===== config.mk =====
export PLATFORM = sky130hd
export DESIGN_NAME = regfile_write_arbiter
export DESIGN_NICKNAME = d
export VERILOG_FILES = /design/src/rtl/regfile_write_arbiter.sv
export SDC_FILE = /design/constraint.sdc
export NUM_CORES = 1
export LEC_CHECK = 0
export BUFFER_PORTS_ARGS = -buffer_cell sky130_fd_sc_hd__buf_2
export CAP_MARGIN = 15
export CORE_ASPECT_RATIO = 0.9
export CORE_MARGIN = 2
export CORE_UTILIZATION = 25
export CTS_BUF_LIST = sky130_fd_sc_hd__clkbuf_2
export DETAILED_ROUTE_END_ITERATION = 8
export MAX_ROUTING_LAYER = met4
export SYNTH_ARGS = -nofsm -noshare
export SYNTH_HDL_FRONTEND = slang
export SYNTH_SLANG_ARGS = --single-unit

===== constraint.sdc =====
create_clock -name Clk -period 1.74 [get_ports Clk]
set_input_delay 0.174 -clock Clk [delete_from_list [all_inputs] [get_ports Clk]]
set_output_delay 0.174 -clock Clk [all_outputs]
set_load 0.02 [all_outputs]

===== src/rtl/regfile_write_arbiter.sv =====
// Shares one register-file write port between requesters A/B and a zeroing sweep of regs 1..31.
// Write outputs are registered one cycle after the handshake; Ready stays low while sweeping or when Start_Clear is high.
module regfile_write_arbiter (
  input  logic        Clk,
  input  logic        Reset,
  input  logic        ReqA_Valid,
  input  logic [4:0]  ReqA_Addr,
  input  logic [31:0] ReqA_Data,
  output logic        ReqA_Ready,
  input  logic        ReqB_Valid,
  input  logic [4:0]  ReqB_Addr,
  input  logic [31:0] ReqB_Data,
  output logic        ReqB_Ready,
  input  logic        Start_Clear,
  output logic        Busy,
  output logic [4:0]  WriteRegister,
  output logic [31:0] WriteData,
  output logic        RegWrite,
  output logic [15:0] WriteCount
);

  typedef enum logic {
    ST_CLEAR = 1'b0,
    ST_RUN   = 1'b1
  } state_t;

  state_t      state_q, state_d;
  logic [4:0]  clr_addr_q, clr_addr_d;
  logic        ptr_q, ptr_d;  // 0 favours A, 1 favours B when both are valid
  logic        reg_write_q, reg_write_d;
  logic [4:0]  wr_reg_q, wr_reg_d;
  logic [31:0] wr_data_q, wr_data_d;
  logic [15:0] wr_cnt_q, wr_cnt_d;

  logic        grant_a, grant_b, run_open;
  logic        hs_a, hs_b;
  logic [4:0]  sel_addr;
  logic [31:0] sel_data;

  assign grant_a  = ReqA_Valid & (~ReqB_Valid | ~ptr_q);
  assign grant_b  = ReqB_Valid & (~ReqA_Valid |  ptr_q);
  assign run_open = (state_q == ST_RUN) & ~Start_Clear;

  assign ReqA_Ready = run_open & grant_a;
  assign ReqB_Ready = run_open & grant_b;

  assign hs_a     = ReqA_Valid & ReqA_Ready;
  assign hs_b     = ReqB_Valid & ReqB_Ready;
  assign sel_addr = hs_a ? ReqA_Addr : ReqB_Addr;
  assign sel_data = hs_a ? ReqA_Data : ReqB_Data;

  assign Busy          = (state_q == ST_CLEAR);
  assign RegWrite      = reg_write_q;
  assign WriteRegister = wr_reg_q;
  assign WriteData     = wr_data_q;
  assign WriteCount    = wr_cnt_q;

  always_comb begin
    state_d     = state_q;
    clr_addr_d  = clr_addr_q;
    ptr_d       = ptr_q;
    reg_write_d = 1'b0;
    wr_reg_d    = wr_reg_q;
    wr_data_d   = wr_data_q;
    wr_cnt_d    = wr_cnt_q;
    case (state_q)
      ST_CLEAR: begin
        reg_write_d = 1'b1;
        wr_reg_d    = clr_addr_q;
        wr_data_d   = 32'd0;
        clr_addr_d  = clr_addr_q + 5'd1;
        if (clr_addr_q == 5'd31) begin
          state_d = ST_RUN;
        end
      end
      ST_RUN: begin
        if (Start_Clear) begin
          state_d    = ST_CLEAR;
          clr_addr_d = 5'd1;
        end else if (hs_a | hs_b) begin
          ptr_d = hs_a;
          // Writes to register 0 are accepted but never reach the register file.
          if (sel_addr != 5'd0) begin
            reg_write_d = 1'b1;
            wr_reg_d    = sel_addr;
            wr_data_d   = sel_data;
            if (wr_cnt_q != 16'hFFFF) begin
              wr_cnt_d = wr_cnt_q + 16'd1;
            end
          end
        end
      end
      default: begin
        state_d = ST_CLEAR;
      end
    endcase
  end

  always_ff @(posedge Clk or posedge Reset) begin
    if (Reset) begin
      state_q     <= ST_CLEAR;
      clr_addr_q  <= 5'd1;
      ptr_q       <= 1'b0;
      reg_write_q <= 1'b0;
      wr_reg_q    <= 5'd0;
      wr_data_q   <= 32'd0;
      wr_cnt_q    <= 16'd0;
    end else begin
      state_q     <= state_d;
      clr_addr_q  <= clr_addr_d;
      ptr_q       <= ptr_d;
      reg_write_q <= reg_write_d;
      wr_reg_q    <= wr_reg_d;
      wr_data_q   <= wr_data_d;
      wr_cnt_q    <= wr_cnt_d;
    end
  end

endmodule


======== Yosys cells after proc, flatten, opt, wreduce, memory -nomap -nowiden ========
Index checks and enable logic that the tools add are counted.
operators by class
  equal/unequal tests ..................... 6
  bitwise logic cells ..................... 15
  add/subtract/negate cells ............... 2
  reductions and logical operators ........ 4
  multiplexer cells ....................... 19
operators by type and width
  kind                                            number
  two-way mux 32 bit                              4
  case mux 32 bit (2 select lines)                1
  two-way mux 5 bit                               5
  case mux 5 bit (2 select lines)                 2
  adder 16 x 1 -> 16 bit (second input constant)  1
  != test 16 bit (second input constant)          1
  AND 1 bit                                       7
  AND reduction 3 bit                             2
  adder 5 x 1 -> 5 bit (second input constant)    1
  == test 5 bit (second input constant)           1
  two-way mux 1 bit                               5
  NOT 1 bit                                       5
  AND reduction 5 bit                             1
  nonzero test 5 bit                              1
  != test 2 x 1 -> 1 bit (second input constant)  2
  != test 2 bit (second input constant)           2
  case mux 1 bit (2 select lines)                 2
  bitwise OR 1 bit                                3
storage, ports and cells
  input port bits ......................... 79
  logic and storage cells ................. 53
  flip-flop bits (word level) ............. 61
  output and inout port bits .............. 57

======== Longest topological paths before layout ========
Gate-level depths: netlist of run 1.
  word-level depth ........................ 11
  depth in mapped cells ................... 8
  mapped depth without buffers ............ 6

======== Least setup slack after synthesis of run 1 ========
Ideal clock, no wire load.
  kind .................................... register to register
  start point ............................. register wr_cnt_q[6] (netlist: WriteCount[6])
  end point ............................... register wr_cnt_q[1] (netlist: WriteCount[1])
  buffers on the path ..................... 1
  data required time ...................... 1615 ps
  library setup time ...................... 125 ps
  setup slack ............................. -274 ps
  arrival time ............................ 1889 ps
  cell stages (with the launch flop) ...... 7
  clock period less this slack ............ 2014 ps
  path through ............................ dfrtp_1 -> and4_4 -> nand4_4 -> or3_1 -> buf_6 -> and2_4 -> mux2_4
on the way
  cells in the longest elaborated chain, start to end .. 2
ends and longest elaborated chain
  element                        line  RTL
  start, declared                33    logic [15:0] wr_cnt_q, wr_cnt_d;
  start signal, assigned         115   wr_cnt_q <= wr_cnt_d;
  != test 16 bit                 87    if (wr_cnt_q != 16'hFFFF) begin
  AND reduction 5 bit (no line)  --
Every way passes these cells.
A chain may end at the register's enable or synchronous reset.

======== Worst setup path in the final report of run 1 ========
  start point ............................. register state_q
  end point ............................... register wr_data_q[23] (netlist: WriteData[23])
on the way
  cells in the longest elaborated chain, start to end .. 8
  elaborated cells between the ends (all ways) .. 18
  classes of those cells .................. eq/ne (3); mux (6); bitwise (7); reduce/logical (2)
ends and longest elaborated chain
  element                           line  RTL
  start, declared                   27    state_t state_q, state_d;
  start signal, assigned            109   state_q <= state_d;
  AND 1 bit                         42    assign run_open = (state_q == ST_RUN) & ~Start_Clear;
  AND 1 bit                         44    assign ReqA_Ready = run_open & grant_a;
  AND 1 bit                         47    assign hs_a = ReqA_Valid & ReqA_Ready;
  two-way mux 32 bit                50    assign sel_data = hs_a ? ReqA_Data : ReqB_Data;
  two-way mux 32 bit                83    if (sel_addr != 5'd0) begin
  two-way mux 32 bit                80    end else if (hs_a | hs_b) begin
  two-way mux 32 bit                77    if (Start_Clear) begin
  case mux 32 bit (2 select lines)  66    case (state_q)
  end signal, assigned              114   wr_data_q <= wr_data_d;
  end, declared                     32    logic [31:0] wr_data_q, wr_data_d;
Several ways; a longest one is shown, not always the timed one. The select of a mux whose other input is x is not followed.

==> results.json, run 1 <==
{
  "status": "complete, but fails checks",
  "violations": "negative setup slack",
  "setup_slack_ns": -0.0455,
  "ys_seq_elements": 61,
  "power.leakage_nw": 2.57,
  "worst_pin_slew_ns": 0.360,
  "synth_edf_count": 0,
  "cp-start-kind": "flip-flop",
  "ir_worst_vdd_mv": 0.482,
  "p_per_area_nw_per_um2": 759,
  "report.final.slew_viol_count": 0,
  "cts_tree": "done",
  "cap_violations": 0,
  "rsz0062_at_grt": "true",
  "yosysUniqueCellTypes": 48,
  "drive_gt1_frac": 0.467,
  "finClkSkew_ns": 0.0262,
  "rows": 38,
  "fin_crit_ns": 1.79,
  "synth_area_um2": 3050,
  "cts_buffer_depth": 2,
  "pin_count": 136,
  "clock_sinks": 61,
  "power.switching_mw": 1.47,
  "required_ns": 2.17,
  "power_frac_comb": 0.397,
  "ys_warn_count": 0,
  "ys.flop_type": "dfrtp_1",
  "syn_to_final_growth_pct": 78.2,
  "p_sw_frac": 0.358,
  "start_util": 0.254,
  "num_vias": 3541,
  "ys_seq_area_frac": 0.501,
  "grt_max_degree": 62,
  "p_int_mw": 2.65,
  "finalWeightedCongestion": 0.795,
  "setup_violations": 19,
  "die_h_um": 109,
  "finalCritPeriodShare": 1.03,
  "drtAntennaViolNets": 0,
  "routed_wl_mm": 11.8,
  "coreArea_um2": 12000,
  "clock_latency_ns": 0.50,
  "dieWidth_um": 120,
  "drtPass1Iterations": 5,
  "avgSynthCellArea_um2": 10.0,
  "hold_viol": 0,
  "drt_iter0_drc": 258,
  "grt_pass1_wl_mm": 17.3,
  "arrival_ns": 2.21,
  "hpwl_mm": 6.62,
  "grt_pass1_vias": 3485,
  "numCtsBuffers": 9,
  "stdcell_count": 721,
  "die_area_um2": 13100,
  "fin_nets": 638,
  "critPathCaptureType": "flip-flop",
  "remaining_drc_errors": 0,
  "path_class": "flip-flop to flip-flop",
  "track_usage": 0.176,
  "netlist_instances": 304,
  "dp_cells": 616,
  "holdWs_ns": 0.0794,
  "crit_fanout": 6,
  "pwr-share-clk": 0.170,
  "portBuffers": 135,
  "gr-total-overflow": 0,
  "fmax_ghz": 0.560,
  "pre_cts_ws_ns": -0.301,
  "hold_class": "input pin to flip-flop",
  "total_power_mw": 4.12,
  "final_cell_mix": "buf_2, dlygate4sd3_1, dfrtp_1, buf_4, nand2_1",
  "slew_headroom": 0.759,
  "grt_antenna_before_repair": 0,
  "cts_root_buffer": "clkbuf_2",
  "post-route-util": 0.453,
  "syn_nets": 386,
  "viasPerCell": 4.91,
  "synthArstFlopShare": 1.00,
  "wl_per_cell_um": 16.4,
  "final_common_cell": "buf_2",
  "htreeDepth": 3,
  "path_clk_slew_ns": 0.17,
  "p_seq_frac": 0.433,
  "n_antenna_cell": 0
}
routing by layer:
layer / global-route usage / share of wire / vias up / routed length, um
met4: 0.0673 / 0.024 / 0 / 284
met5: - / 0 / - / 0
met3: 0.0492 / 0.059 / 31 / 702
li1: - / - / 1651 / -
met1: 0.211 / 0.42 / 1694 / 4940
met2: 0.284 / 0.50 / 165 / 5900
timing repair:
item / in CTS / in global routing
gates resized for setup: 32 / 27
gates cloned: 4 / 4
setup endpoints to repair: 54 / 54
buffers inserted: 13 / 1
pin swaps: 7 / 3
hold buffers: 67 / 0
endpoints found under the hold margin: 97 / 0
critical path: stages (launching register included):
cell      delay, ns
dfrtp_2        0.40
nor2b_4        0.20
buf_6          0.12
a211oi_2       0.08
a211oi_4       0.24
buf_6          0.20
buf_6          0.12
buf_16         0.11
o221ai_1       0.10
o21ai_1        0.12
cells by family after synthesis:
| group | synth area share |
|---|---|
| AND/OR/NAND/NOR | 0.172 |
| AO/OA/AOI/OAI | 0.213 |
| flip-flops | 0.501 |
| buffers and inverters | 0.0485 |
| XOR/XNOR | 0.0374 |
| multiplexers | 0.0160 |
| adder cells (fa/ha/maj) | 0.0123 |
sequential cells by signal, indices dropped and copies added (netlist names):
signal	count
state_q	1
WriteData	32
ptr_q	1
WriteCount	16
WriteRegister	5
RegWrite	1
clr_addr_q	5
through the flow:
step	instance area [um^2]	TNS, ns
2_1_floorplan	3050	-0.600
3_3_place_gp	4130	-7.66
3_5_place_dp	4130	-10.87
4_1_cts	5210	-0.609
5_1_grt	5430	-3.19
6_report	5430	-0.383
synth_stat cells (2+ instances only):
cell type / number / area share
xnor2_1: 6 / 0.017
xor2_1: 7 / 0.020
nand2b_1: 2 / 0.0041
dfrtp_1: 60 / 0.49
o311a_1: 4 / 0.013
clkbuf_1: 12 / 0.015
o21ai_0: 13 / 0.021
buf_6: 5 / 0.018
a21oi_1: 3 / 0.0049
a21o_1: 2 / 0.0049
mux2_1: 2 / 0.0074
and3_1: 3 / 0.0062
ha_1: 3 / 0.012
nand4_1: 6 / 0.012
nand2_1: 41 / 0.051
buf_1: 3 / 0.0037
nor4_1: 7 / 0.014
nand3_1: 9 / 0.015
or4_1: 2 / 0.0049
o21ai_1: 27 / 0.044
nor3_1: 12 / 0.020
o2bb2ai_1: 2 / 0.0058
inv_1: 6 / 0.0074
o221ai_1: 32 / 0.092
nor2_1: 9 / 0.011
or2_2: 4 / 0.0082
final timing paths:
check | startpoint | end | slack [ns] | cells past startpoint
worst min-delay path | Start_Clear | RegWrite$_DFF_PP0_ | 0.08 | 4
worst max-delay path | state_q$_DFF_PP0_ | WriteData[23]$_DFFE_PP0P_ | -0.05 | 9
worst max register to register | state_q$_DFF_PP0_ | WriteData[23]$_DFFE_PP0P_ | -0.05 | 9
max in group asynchronous | Reset | clr_addr_q[0]$_DFFE_PP1N_ | 1.16 | 4
worst min register to register | WriteData[15]$_DFFE_PP0P_ | WriteData[15]$_DFFE_PP0P_ | 0.52 | 2
min in group asynchronous | Reset | WriteCount[7]$_DFFE_PP0P_ | 0.26 | 4
layout make-up:
cell class / count / area [um^2]
fillers: 1147 / 6550
well taps: 160 / 200
repair buffers: 262 / 2040
multi-input cells: 214 / 1530
flip-flops and latches: 61 / 1540
inverters: 8 / 42.5
clock buffers: 13 / 65.1
clock inverters: 3 / 12.5
power by group through the flow:
stage	clock (mW)	combinational [mW]	sequential [mW]
after floorplan	0	0.567	1.95
after global placement	0	1.20	1.80
after detailed placement	0	1.23	1.81
after CTS	0.748	1.53	1.78
after global routing	0.819	1.75	1.81
final	0.700	1.64	1.79
No activity file was read; power rests on OpenSTA's default activity.
==> run 2: changes to the inputs <==
--- a/config.mk
+++ b/config.mk
@@ -5,6 +5,7 @@
 export SDC_FILE = /design/constraint.sdc
 export NUM_CORES = 1
 export LEC_CHECK = 0
+export ABC_AREA = 0
 export BUFFER_PORTS_ARGS = -buffer_cell sky130_fd_sc_hd__buf_2
 export CAP_MARGIN = 15
 export CORE_ASPECT_RATIO = 0.9
==> constraint.sdc (replaced) <==
create_clock -name Clk -period 1.5 [get_ports Clk]
set_input_delay 0.15 -clock Clk [delete_from_list [all_inputs] [get_ports Clk]]
set_output_delay 0.15 -clock Clk [all_outputs]
set_load 0.02 [all_outputs]
==> run 2 against run 1 <==
The run still ends with negative setup slack left. Combinational power increased by 23%. Power increased by 19%. Global-route usage increased by 0.44 points. Utilization increased by 3.9 points. Design area increased by 8.5%. Clock skew decreased by 0.0040 ns. Flip-flop and latch count unchanged. Critical path type unchanged. Largest cell class unchanged.
==> results.json, run 2 (synthesis results as in run 1) <==
{
  "setup_slack_ns": -0.293,
  "timing.rr.start": "state_q$_DFF_PP0_",
  "finalSetupTns_ns": -8.60,
  "slowest_stage": "dfrtp_1",
  "grt_pass1_wl_mm": 18.0,
  "worst-r2r-setup-slack_ns": -0.29,
  "numCtsBuffers": 9,
  "required_ns": 1.88,
  "crit_buf_inv": 1,
  "final_common_cell": "buf_2",
  "p_sw_frac": 0.370,
  "worst_pin_slew_ns": 0.550,
  "htreeDepth": 3,
  "largest_register_ffs": 32,
  "fin_crit_ns": 1.79,
  "drtAntennaViolNets": 0,
  "cp-start-kind": "flip-flop",
  "die_h_um": 109,
  "syn_to_final_growth_pct": 93.4,
  "drt_iter0_drc": 168,
  "pwr-share-clk": 0.169,
  "p_int_mw": 3.10,
  "final_cell_mix": "buf_2, dlygate4sd3_1, buf_4, dfrtp_1, nand2_1",
  "path_clk_slew_ns": 0.17,
  "ir_worst_vdd_mv": 0.679,
  "report.final.slew_viol_count": 0,
  "cp_slowest_stage_delay_ns": 0.40,
  "stdcell_area_um2": 5890,
  "crit_fanout": 5,
  "cts_buffer_depth": 2,
  "die_area_um2": 13100,
  "register_area_um2": 1540,
  "gr-total-overflow": 0,
  "fin_nets": 659,
  "finClkSkew_ns": 0.0222,
  "track_usage": 0.181,
  "fmax_ghz": 0.558,
  "p_seq_frac": 0.420,
  "violations": "negative setup slack",
  "slew_headroom": 0.633,
  "routed_wl_mm": 12.2,
  "grt_antenna_before_repair": 1,
  "power.switching_mw": 1.82,
  "portBuffers": 135,
  "num_vias": 3560,
  "power_frac_comb": 0.410,
  "clock_latency_ns": 0.49,
  "multi_input_area_um2": 1760,
  "hold_viol": 0,
  "path_class": "flip-flop to flip-flop",
  "viasPerCell": 4.79,
  "hold_class": "input pin to flip-flop",
  "post-route-util": 0.492,
  "min-delay-start": "Start_Clear",
  "clock_sinks": 61,
  "nFillCells": 1125,
  "dp_cells": 638,
  "hpwl_mm": 7.24,
  "cap_violations": 0,
  "pin_count": 136,
  "drtPass1Iterations": 4,
  "status": "complete, but fails checks",
  "setup_violations": 55,
  "finalCritPeriodShare": 1.20,
  "start_util": 0.254,
  "finalWeightedCongestion": 0.859,
  "dieWidth_um": 120,
  "startpoint": "state_q$_DFF_PP0_",
  "power.leakage_nw": 2.72,
  "arrival_ns": 2.18,
  "grt_max_degree": 46,
  "coreArea_um2": 12000,
  "rsz0062_at_grt": "true",
  "grt_pass1_vias": 3718,
  "p_per_area_nw_per_um2": 835,
  "wl_per_cell_um": 16.5,
  "cts_tree": "done",
  "post_dp_cell_area_um2": 4560,
  "critPathCaptureType": "flip-flop",
  "cp_cell_sequence": "nor2b_4, o21ai_2, a211oi_4, buf_6, and2_4, mux2_4",
  "drive_gt1_frac": 0.536,
  "cts_root_buffer": "clkbuf_2",
  "path_delay_family": "compound AO/OA/AOI/OAI gates",
  "remaining_drc_errors": 0,
  "rows": 38,
  "stdcell_count": 743
}
-- run 2: stage by stage --
stage               power [mW]  setup slack [ns]  hold slack (ns)
floorplan                 3.01            -0.349            0.239
global placement          3.63            -0.360            0.193
detailed placement        3.66            -0.426            0.200
CTS                       4.75            -0.284            0.122
global route              5.22            -0.357           0.0724
finish                    4.92            -0.293           0.0967
-- run 2: worst paths after layout --
check                                             end  depth (start not counted)
max                         WriteCount[1]$_DFFE_PP0P_                          6
min                                RegWrite$_DFF_PP0_                          4
max reg2reg                 WriteCount[1]$_DFFE_PP0P_                          6
min reg2reg                 WriteData[28]$_DFFE_PP0P_                          2
max in group asynchronous   clr_addr_q[0]$_DFFE_PP1N_                          4
min in group asynchronous  WriteCount[13]$_DFFE_PP0P_                          3
-- run 2: final cells by class --
class                           count  share of cell area
Multi-Input combinational cell    214               0.299
Clock inverter                      6             0.00510
Antenna cell                        1            0.000425
Timing Repair Buffer              283               0.384
Inverter                            8             0.00828
Clock buffer                       10             0.00849
Tap cell                          160              0.0340
Sequential cell                    61               0.261
-- run 2: worst min-delay path, delay by kind of cell --
kind | cells | cell delay (ns)
simple gates | 1 | 0.07
buf+inv | 1 | 0.13
compound gates | 2 | 0.19
-- run 2: power groups by stage --
stage                     Clock, mW  Sequential (mW)  Combinational, mW
final                         0.833             2.07               2.02
after global routing          0.935             2.10               2.18
after CTS                     0.880             2.06               1.80
after detailed placement          0             2.10               1.56
after global placement            0             2.09               1.53
after floorplan                   0             2.27              0.740
-- run 2: layer usage --
metal | part of all wire | global-route usage | vias up
li1 | - | - | 1687
met1 | 0.42 | 0.206 | 1735
met2 | 0.51 | 0.314 | 112
met3 | 0.047 | 0.0377 | 26
met4 | 0.026 | 0.0689 | 0
met5 | 0 | - | -
-- run 2: what timing repair did --
action / CTS / global route
pin swaps: 18 / 8
hold buffers: 67 / 0
resized for setup: 48 / 25
endpoints found under the hold margin: 96 / 0
setup buffers: 8 / 9
endpoints found under the setup margin: 61 / 56
cloned: 2 / 4
==> run 3: changes to the inputs <==
--- a/config.mk
+++ b/config.mk
@@ -14,6 +14,7 @@
 export CTS_BUF_LIST = sky130_fd_sc_hd__clkbuf_2
 export DETAILED_ROUTE_END_ITERATION = 8
 export MAX_ROUTING_LAYER = met4
+export SETUP_SLACK_MARGIN = 0.2
 export SYNTH_ARGS = -nofsm -noshare
 export SYNTH_HDL_FRONTEND = slang
 export SYNTH_SLANG_ARGS = --single-unit
==> run 3 against run 2 <==
Sequential share of layout area fell by 2.0 points. Routed wire length rose by 6.5%. Clock power rose by 58%. Highest routed layer unchanged. Clock-buffer cell count did not move. Via count rose by 2.7%. Largest cell class unchanged. Design area rose by 8.3%. Global-route usage rose by 1.2 points. The run still ends with negative setup slack left. Critical path depth did not move. Fmax fell by 3.2%.
==> results.json, run 3 (synthesis results as in run 1) <==
{
  "stdcell_area_um2": 6380,
  "grt_antenna_before_repair": 0,
  "pin_count": 136,
  "htreeDepth": 3,
  "cts_root_buffer": "clkbuf_2",
  "final_cell_mix": "buf_2, dlygate4sd3_1, buf_6, buf_4, dfrtp_1",
  "slew_headroom": 0.746,
  "stdcell_count": 757,
  "rsz0062_at_grt": "true",
  "wl_per_cell_um": 17.2,
  "violations": "negative setup slack",
  "finalSetupTns_ns": -13.55,
  "total_power_mw": 5.75,
  "hold_viol": 0,
  "drtAntennaViolNets": 0,
  "drive_gt1_frac": 0.568,
  "setup_slack_ns": -0.351,
  "arrival_ns": 2.25,
  "required_ns": 1.89,
  "finalWeightedCongestion": 0.810,
  "power.leakage_nw": 2.88,
  "fin_nets": 674,
  "drtPass1Iterations": 4,
  "hold_depth": 4,
  "drt_iter0_drc": 183,
  "dp_cells": 634,
  "fin_crit_ns": 1.85,
  "holdWs_ns": 0.0664,
  "die_area_um2": 13100,
  "viasPerCell": 4.83,
  "largest_register_ffs": 32,
  "routed_wl_mm": 13.0,
  "final_common_cell": "buf_2",
  "fmax_ghz": 0.540,
  "report.final.slew_viol_count": 0,
  "worst_pin_slew_ns": 0.381,
  "critPathCaptureType": "flip-flop",
  "track_usage": 0.192,
  "clock_latency_ns": 0.49,
  "cp-start-kind": "flip-flop",
  "n_antenna_cell": 0,
  "crit_fanout": 5,
  "hpwl_mm": 7.17,
  "grt_pass1_vias": 3891,
  "remaining_drc_errors": 0,
  "start_util": 0.254,
  "status": "complete, but fails checks",
  "cts_tree": "done",
  "r2r_cells": 6,
  "path_class": "flip-flop to flip-flop",
  "num_vias": 3657,
  "setup_violations": 56,
  "grt_pass1_wl_mm": 18.9,
  "numCtsBuffers": 9,
  "die_h_um": 109,
  "pre_cts_ws_ns": -0.454,
  "ir_worst_vdd_mv": 0.526,
  "hold_class": "input pin to flip-flop",
  "post-route-util": 0.533,
  "finalCritPeriodShare": 1.23,
  "portBuffers": 135,
  "syn_to_final_growth_pct": 109,
  "cap_violations": 0,
  "rows": 38,
  "path_clk_slew_ns": 0.17,
  "finClkSkew_ns": 0.0194,
  "clock_sinks": 61,
  "p_per_area_nw_per_um2": 902,
  "post_dp_cell_area_um2": 4520,
  "dieWidth_um": 120,
  "grt_max_degree": 38,
  "coreArea_um2": 12000,
  "nFillCells": 1023,
  "cts_buffer_depth": 2,
  "gr-total-overflow": 0
}
## run 3: path summary, 6_finish.rpt
check / from / endpoint / slack [ns]
setup / recovery: state_q$_DFF_PP0_ / WriteCount[4]$_DFFE_PP0P_ / -0.35
hold / removal: Start_Clear / RegWrite$_DFF_PP0_ / 0.07
setup reg to reg: state_q$_DFF_PP0_ / WriteCount[4]$_DFFE_PP0P_ / -0.35
hold reg to reg: WriteData[18]$_DFFE_PP0P_ / WriteData[18]$_DFFE_PP0P_ / 0.53
max in group asynchronous: Reset / WriteCount[13]$_DFFE_PP0P_ / 0.83
min in group asynchronous: Reset / WriteData[28]$_DFFE_PP0P_ / 0.14
## run 3: cell type report
class,count,area [um^2],area share
clock buffer,10,50.0,0.00784
multi-input combinational,214,1830,0.287
clock inverter,6,101,0.0159
timing repair buffer,298,2630,0.411
inverter,8,36.3,0.00569
sequential,61,1540,0.241
tap,160,200,0.0314
## run 3: worst max-delay path, stage by stage (launching register included)
cell,delay [ns]
dfrtp_1,0.38
nor2b_4,0.25
o21ai_2,0.13
a211oi_4,0.37
buf_4,0.22
nand4_1,0.11
mux2_2,0.29
## run 3: what timing repair did
action,in CTS,in global routing
resized for setup,111,46
pin swaps,28,11
setup endpoints to repair,80,99
endpoints found under the hold margin,96,0
hold buffers,66,0
buffers inserted,19,15
cloned,4,3
## run 3: power by group
part           switching, mW  total [mW]  internal (mW)
clock                  0.614        1.32          0.711
combinational           1.09        2.31           1.22
sequential             0.221        2.12           1.90
total                   1.93        5.75           3.83
## run 3: per-layer routing
layer	vias to the layer above	part of all wire	routed length (um)	track usage
met5	-	0	0	-
met4	0	0.020	264	0.0872
met3	24	0.033	429	0.0272
met2	111	0.54	7010	0.346
met1	1798	0.41	5320	0.212
li1	1724	-	-	-
